[src/rtl/seg7_pkg.sv]
// Shared definitions for the seven-segment scan driver: segment table,
// blank pattern and scan FSM encoding.
package seg7_pkg;

    // All cathodes off (active-low).
    localparam logic [6:0] SEG_OFF = 7'h7F;

    // Hex glyphs, {CG..CA}, active-low. Entry i is the glyph for nibble i.
    localparam logic [15:0][6:0] HEX_SEG = {
        7'h0E,  // F
        7'h06,  // E
        7'h21,  // d
        7'h46,  // C
        7'h03,  // b
        7'h08,  // A
        7'h10,  // 9
        7'h00,  // 8
        7'h78,  // 7
        7'h02,  // 6
        7'h12,  // 5
        7'h19,  // 4
        7'h30,  // 3
        7'h24,  // 2
        7'h79,  // 1
        7'h40   // 0
    };

    typedef enum logic {
        ST_SHOW  = 1'b0,
        ST_BLANK = 1'b1
    } scan_state_t;

endpackage

[src/rtl/seg7_hex_decode.sv]
// Combinational hex nibble to active-low seven-segment glyph.
module seg7_hex_decode
    import seg7_pkg::*;
(
    input  logic [3:0] nibble,
    output logic [6:0] seg
);

    assign seg = HEX_SEG[nibble];

endmodule

[src/rtl/seg7_scan_driver.sv]
// Time-multiplexed driver for an active-low multi-digit seven-segment
// display. Each digit gets a SHOW slot followed by an all-off BLANK slot;
// new data from the load handshake is only adopted at the frame boundary
// (the BLANK->SHOW step onto digit 0), so a frame never mixes two values.
module seg7_scan_driver
    import seg7_pkg::*;
#(
    parameter int DIGITS    = 8,
    parameter int PRESCALE  = 100000,
    parameter int BLANK_CYC = 1000
) (
    input  logic                  CLK,
    input  logic                  RSTN,
    input  logic [4*DIGITS-1:0]   data_in,
    input  logic [DIGITS-1:0]     dp_in,
    input  logic [DIGITS-1:0]     en_in,
    input  logic                  load,
    output logic                  load_ack,
    output logic                  frame_done,
    output logic [DIGITS-1:0]     AN,
    output logic [6:0]            SEG,
    output logic                  DP
);

    localparam int CNT_MAX = (PRESCALE > BLANK_CYC) ? PRESCALE : BLANK_CYC;
    localparam int CNT_W   = (CNT_MAX > 1) ? $clog2(CNT_MAX) : 1;
    localparam int IDX_W   = (DIGITS > 1) ? $clog2(DIGITS) : 1;

    localparam logic [CNT_W-1:0] SHOW_LAST  = CNT_W'(PRESCALE - 1);
    localparam logic [CNT_W-1:0] BLANK_LAST = CNT_W'(BLANK_CYC - 1);
    localparam logic [IDX_W-1:0] IDX_LAST   = IDX_W'(DIGITS - 1);

    scan_state_t          state, state_nx;
    logic [CNT_W-1:0]     cnt, cnt_nx;
    logic [IDX_W-1:0]     idx, idx_nx;
    logic                 boundary, xfer;

    logic [4*DIGITS-1:0]  disp_data, pend_data, disp_data_nx;
    logic [DIGITS-1:0]    disp_dp, pend_dp, disp_dp_nx;
    logic [DIGITS-1:0]    disp_en, pend_en, disp_en_nx;
    logic                 pend_v;

    logic [DIGITS-1:0][3:0] nib_nx;
    logic [6:0]           seg_dec;
    logic [DIGITS-1:0]    an_d;
    logic [6:0]           seg_d;
    logic                 dp_d;

    // Scan FSM next state: slot counter, digit index and frame boundary.
    always_comb begin
        state_nx = state;
        cnt_nx   = cnt + 1'b1;
        idx_nx   = idx;
        boundary = 1'b0;
        case (state)
            ST_SHOW: begin
                if (cnt == SHOW_LAST) begin
                    state_nx = ST_BLANK;
                    cnt_nx   = '0;
                end
            end
            default: begin
                if (cnt == BLANK_LAST) begin
                    state_nx = ST_SHOW;
                    cnt_nx   = '0;
                    if (idx == IDX_LAST) begin
                        idx_nx   = '0;
                        boundary = 1'b1;
                    end else begin
                        idx_nx = idx + 1'b1;
                    end
                end
            end
        endcase
    end

    // The display register as it will be after this edge, so the first
    // SHOW of a frame already uses freshly transferred data.
    assign xfer         = boundary & pend_v;
    assign disp_data_nx = xfer ? pend_data : disp_data;
    assign disp_dp_nx   = xfer ? pend_dp   : disp_dp;
    assign disp_en_nx   = xfer ? pend_en   : disp_en;
    assign nib_nx       = disp_data_nx;

    seg7_hex_decode u_dec (
        .nibble (nib_nx[idx_nx]),
        .seg    (seg_dec)
    );

    // Output values for the next state. A masked digit keeps its slot and
    // its cathode pattern; only the anode is withheld, so brightness of the
    // remaining digits is unchanged.
    always_comb begin
        an_d  = '1;
        seg_d = SEG_OFF;
        dp_d  = 1'b1;
        if (state_nx == ST_SHOW) begin
            seg_d = seg_dec;
            dp_d  = ~disp_dp_nx[idx_nx];
            if (disp_en_nx[idx_nx])
                an_d[idx_nx] = 1'b0;
        end
    end

    // FSM state and registered display outputs, updated on the same edge.
    always_ff @(posedge CLK) begin
        if (!RSTN) begin
            state      <= ST_BLANK;
            cnt        <= '0;
            idx        <= IDX_LAST;
            AN         <= '1;
            SEG        <= SEG_OFF;
            DP         <= 1'b1;
            frame_done <= 1'b0;
            load_ack   <= 1'b0;
        end else begin
            state      <= state_nx;
            cnt        <= cnt_nx;
            idx        <= idx_nx;
            AN         <= an_d;
            SEG        <= seg_d;
            DP         <= dp_d;
            frame_done <= boundary;
            load_ack   <= xfer;
        end
    end

    // Pending/display registers. A load on the boundary edge lands in
    // pending after the old contents have moved to the display, and keeps
    // pend_v set so it is shown from the following frame.
    always_ff @(posedge CLK) begin
        if (!RSTN) begin
            disp_data <= '0;
            disp_dp   <= '0;
            disp_en   <= '0;
            pend_data <= '0;
            pend_dp   <= '0;
            pend_en   <= '0;
            pend_v    <= 1'b0;
        end else begin
            disp_data <= disp_data_nx;
            disp_dp   <= disp_dp_nx;
            disp_en   <= disp_en_nx;
            if (xfer)
                pend_v <= 1'b0;
            if (load) begin
                pend_data <= data_in;
                pend_dp   <= dp_in;
                pend_en   <= en_in;
                pend_v    <= 1'b1;
            end
        end
    end

endmodule

[config.mk]
export PLATFORM = sky130hd
export DESIGN_NAME = seg7_scan_driver
export DESIGN_NICKNAME = d
export VERILOG_FILES = /design/src/rtl/seg7_pkg.sv /design/src/rtl/seg7_hex_decode.sv /design/src/rtl/seg7_scan_driver.sv
export SDC_FILE = /design/constraint.sdc
export NUM_CORES = 1
export LEC_CHECK = 0
export BUFFER_PORTS_ARGS = -buffer_cell sky130_fd_sc_hd__buf_2
export CAP_MARGIN = 0
export CORE_MARGIN = 1
export CORE_UTILIZATION = 58
export DETAILED_ROUTE_END_ITERATION = 7
export PLACE_DENSITY = 0.79
export SYNTH_ARGS = -nofsm -noshare
export SYNTH_HDL_FRONTEND = slang
export SYNTH_SLANG_ARGS = --single-unit
[constraint.sdc]
create_clock -name CLK -period 5.2 [get_ports CLK]
set_input_delay 0.52 -clock CLK [delete_from_list [all_inputs] [get_ports CLK]]
set_output_delay 0.52 -clock CLK [all_outputs]
set_load 0.03 [all_outputs]
# After elaboration in Yosys (flattened, before gate mapping)
# Memory sizes are Yosys's and may differ from the RTL's. A register that Yosys moved wholly into a read port is not among the register bits.
# Cells that the tools add are included.
# classes
div	0
n_bitwise	5
n_eq_ne	3
muxes	25
addsub	2
n_reduce_logical	4
n_lt_le_gt_ge	2
n_mul	0
shift	0
# ops
cell	count
17-bit two-way mux	3
32-bit two-way mux	1
17-bit by 1-bit adder with 17-bit output, second input constant	1
17-bit by 10-bit == test with 1-bit output, second input constant	1
17-bit == test, second input constant	1
8-bit two-way mux	2
4-bit binary-select mux with 3-bit select	1
1-bit two-way mux	11
3-bit two-way mux	3
8-bit inverter	1
1-bit binary-select mux with 3-bit select	2
3-bit by 4-bit less-than comparator with 1-bit output, second input constant	1
4-bit two-way mux	1
3-bit by 1-bit adder with 3-bit output, second input constant	1
1-bit demux with 3-bit select	1
3-bit == test, second input constant	1
3-bit by 1-bit >= comparator with 1-bit output, second input constant	1
1-bit inverter	3
3-bit OR reduction	1
2-bit nonzero test	1
2-bit OR reduction	1
1-bit bitwise AND	1
1-bit logical AND	1
# totals
register_bits	129
romBits	112
latch_bits	0
memories	1
mem_bits_rw	0
# memory_table
name	depth	word_bits	read_ports	rd_clocked_by_memory_dff	write_ports	line	rtl
(no name shown)	16	7	1	1	0	seg7_hex_decode.sv:9	assign seg = HEX_SEG[nibble];

# Longest topological paths before layout
# logic_depth
word_depth	10
ltp_mapped	15

# Modules after synthesis
# A second synthesis with hierarchy kept.
# hier_totals
hier_cells	580
hier_area_um2	5864.4
# modules_own_cells
module	area_each_um2	cells_each	n_inst
seg7_scan_driver	5589.1	548	1
seg7_hex_decode	275.3	32	1

# Least setup slack after synthesis
# Ideal clock, no wire load.
# synth_timing
kind	register to register
startpoint	reg cnt[11]
endpoint	reg SEG[6]
slack_ns	1.173
setup_ns	0.122
stages_incl_launch_ff	15
t_arrival_ns	3.905
path_cell_list	dfxtp_1 > or4_1 > buf_4 > or3_4 > nor3_2 > buf_6 > buf_6 > mux2i_1 > o22ai_1 > nor4_1 > inv_1 > ha_1 > o21ai_0 > a21bo_2 > a221o_1
# synth_between
elab_chain_cells	7
# synth_rtl
element	line	rtl
from (decl)	seg7_scan_driver.sv:34	logic [CNT_W-1:0] cnt, cnt_nx;
from (signal assigned)	seg7_scan_driver.sv:118	cnt <= cnt_nx;
17-bit by 10-bit == test with 1-bit output	seg7_scan_driver.sv:63	if (cnt == BLANK_LAST) begin
1-bit two-way mux	seg7_scan_driver.sv:63	
1-bit two-way mux	seg7_scan_driver.sv:55	case (state)
1-bit bitwise AND	seg7_scan_driver.sv:79	assign xfer = boundary & pend_v;
32-bit two-way mux	seg7_scan_driver.sv:80	assign disp_data_nx = xfer ? pend_data : disp_data;
4-bit binary-select mux with 3-bit select	seg7_scan_driver.sv:86	.nibble (nib_nx[idx_nx]),
4-bit two-way mux (not written as such)	seg7_scan_driver.sv:86	
to (decl)	seg7_scan_driver.sv:21	output logic [6:0] SEG,
# Several ways; a longest one is shown, not always the timed one. The select of a mux whose other input is x is not followed.
# A chain may end at the register's enable or synchronous reset.

# Worst setup path in the final report
# Same ends and word-level chain as after synthesis.

==> reports/metrics.cfg <==
[synthesis]
postSynthCellCount=624
synth.area.top_cells=dfxtp_1, mux2i_1, nor2b_1, nand2_1, nor2_1
mappedNetlistArea_um2=6130
syn_area_per_cell_um2=9.83
seq_area_frac_synth_pct=44.4
yosysTopAreaCell=dfxtp_1
synth_seq_cells=136
synth-main-ff-cell=dfxtp_1
yosys_warnings=0
async_flop_share_pct=0
synthesis.nets=684
synth_edf_count=0
synth_top_area_share_pct=44.4
ys_types=57

[power]
p_clk_share_pct=51.0
combPwrFrac_pct=3.9
internal_power_mw=1.90
p_leak_nw=2.76
power_density_nw_per_um2=336
p_seq_share_pct=45.1
max-vdd-ir-drop_v=0.000304
swShare_pct=21.0
totalPowerFinal_mw=2.41
p_sw_uw=506

[flow_run]
cap_violations=0

[global_route]
antenna_found_initial=0
grt_pass1_wl_mm=22.8
grt_max_degree=105
gr-total-overflow=0
track_usage_pct=26.8
first_global_vias=4721

[layout]
stdcell_count=837
antennaDiodeCount=0
area_delta_synth_final_pct=16.7
fin_nets=748
layout_common_cells=dfxtp_1, nor2b_1, mux2i_1, buf_2, nand2_1
layout-drive-gt1-share_pct=18.4
layout_commonest_cell=dfxtp_1

[timing]
skew_ns=0.00887
setup_tns_ns=0
min_period_ns=4.10
final.period_utilization_pct=78.8
finalSetupViolations=0
slew-limit-headroom_pct=20.7
fin_ws_ns=1.10
hold_violations=0
drv_slew=0
rsz0062_at_grt=no
tightest_slew_ns=1.18
fmax_ghz=0.244

[detailed_routing]
drt_wl_total_mm=14.2
drtIter0Drc=328
antenna_left=0
vias_per_cell=5.79
wl_per_cell_um=16.9
first_pass_iters=5
drc_errors=0
vias=4848

[clock_tree]
clkTransAtPathRegs_ns=0.06
cts.sinks=136
htreeDepth=4
cts_tree=built
post_cts_buffers=0
root_buffer=clkbuf_8
post_cts_resized=0
cts_buffers=17
clockBufferDepth=2
cts_hold_buffers=0
clk_latency_ns=0.54

[placed_design]
gp_congestion=0.952
dp_hpwl_mm=9.85
pre_cts_slack_ns=1.13
place_inst=805
portBuffers=68

[setup_path]
cp-start-kind=flop
path_class=flop to flop
crit_arrival_ns=4.52
required_ns=5.63
crit_fanout=19
cp-end-kind=flop

[die]
die_y_um=105
placementRows=37
core_area_um2=10300
fp.dieW_um=105
start_util_pct=59.7
io_pins=69
dieArea_um2=11000

[worst_hold_path]
hold_path_class=primary input to flop

[outcome]
status=complete, no violations

power groups by stage:
stage | Sequential, mW | Clock [mW] | Combinational (mW)
2_1_floorplan | 1.10 | 0 | 0.0657
3_3_place_gp | 1.11 | 0 | 0.0916
3_5_place_dp | 1.11 | 0 | 0.0953
4_1_cts | 1.08 | 1.24 | 0.0959
5_1_grt | 1.09 | 1.29 | 0.105
6_report | 1.09 | 1.23 | 0.0943
registers in the layout, indices dropped and copies added (netlist names):
| name | count |
|---|---|
| cnt | 17 |
| frame_done | 1 |
| idx | 3 |
| load_ack | 1 |
| pend_dp | 8 |
| DP | 1 |
| pend_v | 1 |
| state | 1 |
| pend_en | 8 |
| disp_en | 8 |
| disp_data | 32 |
| disp_dp | 8 |
| pend_data | 32 |
| AN | 8 |
| SEG | 7 |
Yosys cell counts (2+ instances only):
cell / instances
clkbuf_1: 22
o21ai_1: 2
dfxtp_1: 136
nand4_1: 16
nor4_2: 5
nand3_1: 21
mux2i_1: 82
a2bb2o_1: 3
nor3_2: 3
nor2_1: 36
ha_1: 9
xor2_1: 10
xnor2_1: 5
nand2b_1: 3
a22o_1: 6
or2_2: 5
and3_1: 8
buf_6: 5
a22oi_1: 7
and4_1: 6
a221o_1: 3
a21boi_0: 16
or4_1: 3
nand2_1: 43
nor2b_1: 83
o31ai_1: 2
inv_1: 4
a211oi_1: 3
o22ai_1: 8
nor4_1: 3
a21oi_1: 5
a31oi_1: 2
o211ai_1: 6
o21ai_0: 19
and2_1: 11
buf_4: 2
cell type report:
cell class | instances | area, um^2
Tap cell | 136 | 170
Clock buffer | 22 | 473
Sequential cell | 136 | 2720
Timing Repair Buffer | 75 | 393
Clock inverter | 10 | 141
Fill cell | 817 | 3120
Inverter | 4 | 15.0
Multi-Input combinational cell | 454 | 3240
stage by stage:
step           cell area, um^2  util, %  hold slack (ns)
5_1_grt                   7160     69.6            0.238
6_report                  7160     69.6            0.239
3_5_place_dp              6540     63.7            0.455
2_1_floorplan             6130        -            0.430
3_3_place_gp              6540     63.7            0.445
4_1_cts                   7160     69.6            0.224
worst paths after layout:
| kind | startpoint | to | slack, ns | cells after the start |
|---|---|---|---|---|
| max | cnt[11] | SEG[6] | 1.10 | 13 |
| min | dp_in[6] | pend_dp[6] | 0.24 | 3 |
| max reg2reg | cnt[11] | SEG[6] | 1.10 | 13 |
| min reg2reg | cnt[0] | cnt[0] | 0.46 | 1 |
per-layer routing:
layer  vias to the layer above  routed length (um)  GRT usage (%)  part of all wire, %
met5                         -                   0              0                    0
met2                       172                6930           45.1                   49
li1                       2352                   -              -                    -
met3                        35                 866           7.11                  6.1
met1                      2289                6000           31.3                   42
met4                         0                 379           13.8                  2.7
kinds of logic (layout without fill, tap and decap cells):
group / after synthesis / in the layout / synth area share, %
flops: 136 / 136 / 44.4
compound gates: 91 / 91 / 11.0
buf+inv: 34 / 111 / 2.82
mux: 84 / 84 / 13.8
xor+xnor: 15 / 15 / 2.14
simple gates: 255 / 255 / 24.0
fa+ha+maj: 9 / 9 / 1.84
critical path: stages (launching register included):
cell     delay (ns)
dfxtp_1        0.37
or4_1          0.73
or3_4          0.49
nor3_4         0.16
buf_4          0.32
mux2i_1        0.32
o22ai_1        0.12
nor4_1         0.25
buf_4          0.20
inv_1          0.09
ha_1           0.24
o21ai_0        0.13
a21bo_2        0.26
a221o_1        0.28
Power figures use the tool's default switching activity.
